File: config.mk
export PLATFORM = sky130hd
export DESIGN_NAME = video_timing_gen
export DESIGN_NICKNAME = d
export VERILOG_FILES = /design/src/rtl/video_timing_gen.sv
export SDC_FILE = /design/constraint.sdc
export NUM_CORES = 1
export LEC_CHECK = 0
export ABC_AREA = 1
export ABC_CLOCK_PERIOD_IN_PS = 6450
export CAP_MARGIN = 15
export CORE_MARGIN = 2
export CORE_UTILIZATION = 27
export CTS_CLUSTER_SIZE = 20
export DETAILED_ROUTE_END_ITERATION = 8
export HOLD_SLACK_MARGIN = 0.06
export PLACE_DENSITY_LB_ADDON = 0.2
export SYNTH_ARGS = -nofsm -noshare
export SYNTH_HDL_FRONTEND = slang
export SYNTH_SLANG_ARGS = --single-unit
File: constraint.sdc
create_clock -name clk_vid -period 6.45 [get_ports clk_vid]
set_input_delay 1.935 -clock clk_vid [delete_from_list [all_inputs] [get_ports clk_vid]]
set_output_delay 1.935 -clock clk_vid [all_outputs]
set_load 0.1 [all_outputs]
File: src/rtl/video_timing_gen.sv
// video_timing_gen: parametrised raster timing generator for the IIgs video path.
//
// Produces counters, sync/blank/border/active decode, active-area coordinates,
// a scanline-compare interrupt pulse, a VBL-start pulse and a frame counter.
// NTSC/PAL frame height is selected by 'pal', latched only at the frame wrap.
//
// Ports:
//   clk_vid     in   video clock
//   reset       in   synchronous active-high reset (wins over ce_pix)
//   ce_pix      in   pixel clock enable; counters advance only when high
//   pal         in   0 = NTSC frame, 1 = PAL frame (sampled at frame wrap)
//   line_cmp    in   scanline compare value (vpos units)
//   line_irq_en in   enables line_irq
//   hsync/vsync out  active-low syncs
//   hblank/vblank out blanking levels
//   border      out  visible but outside active area
//   de          out  active area (H and V)
//   hpos/vpos   out  raster counters
//   act_x/act_y out  active-area coordinates, 0 outside de
//   line_irq    out  1-cycle pulse when hpos becomes HV on line line_cmp
//   vbl_start   out  1-cycle pulse when (hpos,vpos) becomes (0,VV)
//   frame_cnt   out  completed-frame counter (wraps)
//   pal_active  out  currently latched frame mode
module video_timing_gen #(
  parameter int H_LBORDER   = 32,
  parameter int H_ACTIVE    = 640,
  parameter int H_RBORDER   = 32,
  parameter int H_FP        = 48,
  parameter int H_SYNC      = 64,
  parameter int H_BP        = 96,
  parameter int V_TOP       = 16,
  parameter int V_ACTIVE    = 200,
  parameter int V_BOTTOM    = 16,
  parameter int V_FP        = 12,
  parameter int V_SYNC      = 3,
  parameter int V_BP        = 15,
  parameter int V_PAL_EXTRA = 50,
  parameter int HW          = 11,
  parameter int VW          = 10
) (
  input  logic          clk_vid,
  input  logic          reset,
  input  logic          ce_pix,
  input  logic          pal,
  input  logic [VW-1:0] line_cmp,
  input  logic          line_irq_en,
  output logic          hsync,
  output logic          vsync,
  output logic          hblank,
  output logic          vblank,
  output logic          border,
  output logic          de,
  output logic [HW-1:0] hpos,
  output logic [VW-1:0] vpos,
  output logic [HW-1:0] act_x,
  output logic [VW-1:0] act_y,
  output logic          line_irq,
  output logic          vbl_start,
  output logic [15:0]   frame_cnt,
  output logic          pal_active
);

  localparam int HV   = H_LBORDER + H_ACTIVE + H_RBORDER;
  localparam int HT   = HV + H_FP + H_SYNC + H_BP;
  localparam int VV   = V_TOP + V_ACTIVE + V_BOTTOM;
  localparam int VT_N = VV + V_FP + V_SYNC + V_BP;
  localparam int VT_P = VT_N + V_PAL_EXTRA;

  localparam logic [HW-1:0] HV_C   = HW'(HV);
  localparam logic [HW-1:0] HT_M1  = HW'(HT - 1);
  localparam logic [HW-1:0] HS_BEG = HW'(HV + H_FP);
  localparam logic [HW-1:0] HS_END = HW'(HV + H_FP + H_SYNC);
  localparam logic [HW-1:0] HA_BEG = HW'(H_LBORDER);
  localparam logic [HW-1:0] HA_END = HW'(H_LBORDER + H_ACTIVE);

  localparam logic [VW-1:0] VV_C   = VW'(VV);
  localparam logic [VW-1:0] VTN_M1 = VW'(VT_N - 1);
  localparam logic [VW-1:0] VTP_M1 = VW'(VT_P - 1);
  localparam logic [VW-1:0] VS_BEG = VW'(VV + V_FP);
  localparam logic [VW-1:0] VS_END = VW'(VV + V_FP + V_SYNC);
  localparam logic [VW-1:0] VA_BEG = VW'(V_TOP);
  localparam logic [VW-1:0] VA_END = VW'(V_TOP + V_ACTIVE);

  logic [HW-1:0] hpos_q, hpos_d;
  logic [VW-1:0] vpos_q, vpos_d;
  logic [15:0]   frame_q, frame_d;
  logic          pal_q, pal_d;
  logic          irq_q, irq_d;
  logic          vbl_q, vbl_d;
  logic [VW-1:0] vt_m1;
  logic          h_act, v_act;

  // Frame height follows the latched mode, never the live 'pal' input,
  // so a mid-frame mode change cannot tear the current frame.
  assign vt_m1 = pal_q ? VTP_M1 : VTN_M1;

  always_comb begin
    hpos_d  = hpos_q;
    vpos_d  = vpos_q;
    frame_d = frame_q;
    pal_d   = pal_q;
    if (ce_pix) begin
      if (hpos_q == HT_M1) begin
        hpos_d = '0;
        if (vpos_q == vt_m1) begin
          vpos_d  = '0;
          frame_d = frame_q + 16'd1;
          pal_d   = pal;
        end else begin
          vpos_d = vpos_q + VW'(1);
        end
      end else begin
        hpos_d = hpos_q + HW'(1);
      end
    end
  end

  // Pulses are decoded from the value being loaded, so they coincide with
  // the first cycle the triggering position is visible on hpos/vpos.
  // With ce_pix low the counters hold and no pulse can be produced.
  always_comb begin
    irq_d = ce_pix && line_irq_en && (hpos_d == HV_C) && (vpos_d == line_cmp);
    vbl_d = ce_pix && (hpos_d == '0) && (vpos_d == VV_C);
  end

  always_ff @(posedge clk_vid) begin
    if (reset) begin
      hpos_q  <= '0;
      vpos_q  <= '0;
      frame_q <= '0;
      pal_q   <= pal;
      irq_q   <= 1'b0;
      vbl_q   <= 1'b0;
    end else begin
      hpos_q  <= hpos_d;
      vpos_q  <= vpos_d;
      frame_q <= frame_d;
      pal_q   <= pal_d;
      irq_q   <= irq_d;
      vbl_q   <= vbl_d;
    end
  end

  // Level decode straight off the counter registers.
  assign h_act  = (hpos_q >= HA_BEG) && (hpos_q < HA_END);
  assign v_act  = (vpos_q >= VA_BEG) && (vpos_q < VA_END);
  assign hblank = (hpos_q >= HV_C);
  assign vblank = (vpos_q >= VV_C);
  assign hsync  = !((hpos_q >= HS_BEG) && (hpos_q < HS_END));
  assign vsync  = !((vpos_q >= VS_BEG) && (vpos_q < VS_END));
  assign de     = h_act && v_act;
  assign border = !hblank && !vblank && !de;
  assign act_x  = de ? (hpos_q - HA_BEG) : '0;
  assign act_y  = de ? (vpos_q - VA_BEG) : '0;

  assign hpos       = hpos_q;
  assign vpos       = vpos_q;
  assign line_irq   = irq_q;
  assign vbl_start  = vbl_q;
  assign frame_cnt  = frame_q;
  assign pal_active = pal_q;

endmodule

=== Word level (Yosys, flattened, before mapping) ===
Cells that the tools add are included.

* Input bits: 15
* Logic and storage cells: 61
* Bits in registers: 40
* Output and inout port bits: 67

* $add $sub $neg: 5
* Order comparisons: 10
* Mux-type cells: 12
* Equal/unequal tests: 5
* Reduce and logical (&&, ||, !) cells: 23

{| class="wikitable"
|+ Operator list
! kind !! number
|-
| $mux 10 || 4
|-
| $mux 11 || 3
|-
| $eq 11x10->1 const B || 2
|-
| $ge 11x10->1 const B || 2
|-
| $lt 11x10->1 const B || 2
|-
| $ge 10x8->1 const B || 2
|-
| $lt 10x8->1 const B || 2
|-
| $add 16x1->16 const B || 1
|-
| $logic_and 1x1->1 || 12
|-
| $add 11x1->11 const B || 1
|-
| $ge 11x6->1 const B || 1
|-
| $logic_not 11->1 || 1
|-
| $sub 11x6->11 const B || 1
|-
| $add 10x1->10 const B || 1
|-
| $eq 10x10->1 || 1
|-
| $eq 10x8->1 const B || 1
|-
| $eq 10x9->1 || 1
|-
| $ge 10x5->1 const B || 1
|-
| $sub 10x5->10 const B || 1
|-
| $mux 6 || 1
|-
| $reduce_and 3->1 || 2
|-
| $reduce_bool 2->1 || 3
|-
| $logic_not 1->1 || 5
|-
| $mux 1 || 4
|}

=== Logic depth before layout (Yosys ltp) ===
* Word-level depth: 7
* Gate-level depth with buffers: 14
* Depth with buffers taken out: 14

=== Least setup slack after synthesis ===
OpenSTA, ideal clock, no wires.

* Path type: flip-flop to output port
* Start point: reg vpos_q[5], in the netlist vpos[5]
* End point: out act_y[8]
* Buffers on the path: 1
* Stages on the path, launching flop included: 11
* Data required time: 4.515 ns
* Data arrival time: 4.963 ns
* Path slack: -0.448 ns
* Path through: dfxtp_1 > inv_2 > ha_1 > nand2_1 > a21oi_1 > a211oi_1 > nand2_1 > nor2_1 > inv_2 > buf_2 > a21oi_1

* Longest elaborated chain between the ends: 4
* Elaborated cells between the ends (all ways): 6
* Classes of those cells: add/sub: 1; order compare: 2; mux: 1; reduce/logical: 2

{| class="wikitable"
|+ Ends and longest elaborated chain
! element !! RTL line !! text
|-
| start: declaration || 85 || <nowiki>logic [VW-1:0] vpos_q, vpos_d;</nowiki>
|-
| start signal: assignment || 136 || <nowiki>vpos_q <= vpos_d;</nowiki>
|-
| $ge 10x5->1 or $lt 10x8->1 (tied branches) || 146 || <nowiki>assign v_act = (vpos_q >= VA_BEG) && (vpos_q < VA_END);</nowiki>
|-
| $logic_and 1x1->1 * || 146 ||
|-
| $logic_and 1x1->1 * || 151 || <nowiki>assign de = h_act && v_act;</nowiki>
|-
| via de || 52 || <nowiki>output logic de,</nowiki>
|-
| $mux 10 * || 154 || <nowiki>assign act_y = de ? (vpos_q - VA_BEG) : '0;</nowiki>
|-
| end: declaration || 56 || <nowiki>output logic [VW-1:0] act_y,</nowiki>
|}

The timed path passes the listed nets; every way through them passes the cells marked *.

=== Worst setup path in the final report ===
* Start point: reg vpos_q[4], in the netlist vpos[4]
* End point: out act_x[7]

* Longest elaborated chain between the ends: 4
* Elaborated cells between the ends (all ways): 5
* Classes of those cells: order compare: 2; mux: 1; reduce/logical: 2

{| class="wikitable"
|+ Ends and longest elaborated chain
! element !! RTL line !! text
|-
| $ge 10x5->1 or $lt 10x8->1 (tied branches) || 146 ||
|-
| $logic_and 1x1->1 * || 146 ||
|-
| $logic_and 1x1->1 * || 151 ||
|-
| $mux 11 * || 153 || <nowiki>assign act_x = de ? (hpos_q - HA_BEG) : '0;</nowiki>
|-
| end: declaration || 55 || <nowiki>output logic [HW-1:0] act_x,</nowiki>
|}

Every way passes the cells marked *; elsewhere a longest branch is shown, timed or not.

==> metrics.md <==
| Metric | Value |
|---|---|
| WHS Path Cells | `2` |
| DPL Wire Length | `8260 µm` |
| ANT nets after route | `0` |
| DP Area | `0.00409 mm²` |
| Layout Skew | `7.87 ps` |
| WL/cell | `14.4 µm` |
| CP peak stage delay | `1140 ps` |
| Peak supply drop | `0.0984 mV` |
| Via Count | `3,527` |
| Crit. End Element | `output port` |
| Post-synth EDFFs | `1` |
| Core area | `0.0115 mm²` |
| IO Count | `82` |
| # placed instances | `719` |
| Htree depth | `2` |
| Commonest non-fill, non-tap cells in the layout | `nand2_1 (115), nor2_1 (94), clkdlybuf4s50_1 (81)` |
| Seq/Total Area, Yosys | `25.5%` |
| Crit path max fanout | `22` |
| Hold_buf cts | `0` |
| Grt met1 use | `22.8%` |
| Clock transition at path regs | `60 ps` |
| Worst-Margin Slew | `1030 ps` |
| Max cap viols | `0` |
| Synthesized Nets | `537` |
| CP required | `4510 ps` |
| Largest net degree at the start of global routing | `30` |
| Nets@finish | `611` |
| Share of cells above drive strength 1 | `8.22%` |
| CTS root buffer | `clkbuf_16` |
| Global-route wire length before repair | `17,400 µm` |
| Cells after Synth | `509` |
| Post_cts resized | `0` |
| Clk sinks | `40` |
| GR Util All Layers | `16.8%` |
| Initial core utilization | `27.7%` |
| Share of synthesized flip-flops with an asynchronous set or reset | `0%` |
| CP cell instances | `inv_1 -> ha_1 -> o311ai_0 -> nand2_1 -> nor2_2 -> inv_2 -> a21oi_2 -> clkdlybuf4s50_1` |
| Commonest non-fill, non-tap cell in the layout | `nand2_1` |
| Wirelength, routed | `10,500 µm` |
| Final Max Tran Viols | `0` |
| Core Rows | `39` |
| PortBufs | `81` |
| Startpoint Class | `flip-flop` |
| Crit Path Class | `flip-flop to output port` |
| Initial antenna violation count | `0` |
| Max_slew headroom | `31.3%` |
| Status | `finished, final reports clean` |
| Die W | `113 µm` |
| Top FF cell, synth | `dfxtp_1` |
| WP data arrival | `3290 ps` |
| Hold crit path type | `flip-flop to flip-flop` |
| Drt via density | `4.85` |
| Routing usage on met2 | `27.8%` |
| Most used routing layer | `met2` |
| DIE AREA | `0.0127 mm²` |
| Routability cong. | `0.849` |
| RSZ-0062 raised after global routing | `no` |
| Avg Synthesized Cell Area | `6.25 µm²` |
| TNS Setup | `0 ps` |
| TritonCTS clock tree | `yes` |
| Synth warn | `0` |
| Synth Cell Area | `0.00318 mm²` |
| Final hold violation count | `0` |
| Number of synthesized register bits | `40` |
| Final instance area | `0.00426 mm²` |
| Vias in the first global route | `3,430` |
| Final setup viols | `0` |
| Fmax | `0.191 GHz` |
| R2R depth | `11` |
| Post-CTS setup buffer count | `0` |
| Final period utilization | `81.0%` |
| GR met3 Demand/Resource | `2.92%` |
| Clock buffer depth | `2` |
| Pwr Density | `136 mW/mm²` |
| Layout area overhead | `33.8%` |
| Clock latency on the worst-skew pair | `290 ps` |
| ANT cells | `0` |
| Leakage | `0.00179 µW` |
| Total CTS buffers | `5` |
| Final cell count without fillers | `727` |
| Height of the die | `113 µm` |
| Synth cell types | `34` |
| Drt first-iter violations | `201` |
| DRT Pass-1 Iters | `5` |
| Period minus WS final | `5220 ps` |
| Worst path slowest cell | `clkdlybuf4s50_1` |
| Total gr overflow | `0` |
| DRC | `0` |
## cell families after synthesis
group | after synthesis | synth area share [%]
flops | 40 | 25.5
simple gates | 325 | 48.4
xor+xnor | 13 | 3.58
buf+inv | 79 | 10.6
fa+ha+maj | 13 | 5.11
compound gates | 39 | 6.81
## routing by layer
| metal | part of all wire [%] | routed length [µm] |
|---|---|---|
| met1 | 48 | 5000 |
| met2 | 46 | 4780 |
| met3 | 5.3 | 558 |
| met4 | 1.1 | 119 |
| met5 | 0 | 0 |
## synth_stat cells (3+ instances only)
master,n,share of area (%)
buf_2,3,0.47
nand2_1,115,14
nand3_1,49,7.7
nor2_1,95,11
o211ai_1,3,0.71
ha_1,13,5.1
inv_2,8,0.94
nand3_2,7,2.2
a21oi_1,25,3.9
nor3_1,10,1.6
xnor2_1,4,1.1
nand3b_1,4,0.94
xor2_1,9,2.5
nor2_2,5,0.98
inv_1,55,6.5
clkbuf_1,5,0.59
nor2_4,6,2.1
dfxtp_1,39,25
buf_4,6,1.4
nor3_2,3,0.94
o21ai_0,4,0.63
nand4_1,22,4.3
## path summary, 6_finish.rpt
path / startpoint / endpoint / slack [ps]
max reg2reg: hpos[0] / line_irq / 4190
min: frame_cnt[15] / frame_cnt[15] / 500
min reg2reg: frame_cnt[15] / frame_cnt[15] / 500
max: vpos[4] / act_x[7] / 1230
## metrics by stage
stage	setup slack (ps)	util, %	total power, µW	hold slack (ps)
detailed placement	1460	35.7	309	488
finish	1230	37.1	577	495
global placement	1490	35.7	309	483
global route	966	37.1	596	517
floorplan	236	-	289	900
CTS	1160	37.1	584	501
## area by class of cell
| type | instances | area [µm²] |
|---|---|---|
| clock buffer | 6 | 150 |
| sequential | 40 | 811 |
| tap | 143 | 179 |
| clock inverter | 2 | 12.5 |
| multi-input combinational | 390 | 2040 |
| inverter | 63 | 236 |
| timing repair buffer | 83 | 826 |
| fill | 1271 | 7210 |
## where the power goes
part	total, µW	leakage (µW)	switching (µW)	internal [µW]
clock	274	0.0000780	108	166
sequential	253	0.000324	3.34	250
combinational	50.1	0.00139	32.4	17.7
total	577	0.00179	144	434
## registers in the layout, summed over array words and instances (netlist names)
signal and cells:
frame_cnt 16, hpos 11, pal_active 1, vpos 10, line_irq 1, vbl_start 1
## worst max-delay path: cells and delay by family, from the launching register on
family	cells	cell delay, ps
AOI/OAI and AO/OA	2	280
adders and majority gates	1	300
DFF	1	590
and+or+nand+nor	2	250
buffers and inverters	3	1570
Power figures use the tool's default switching activity.
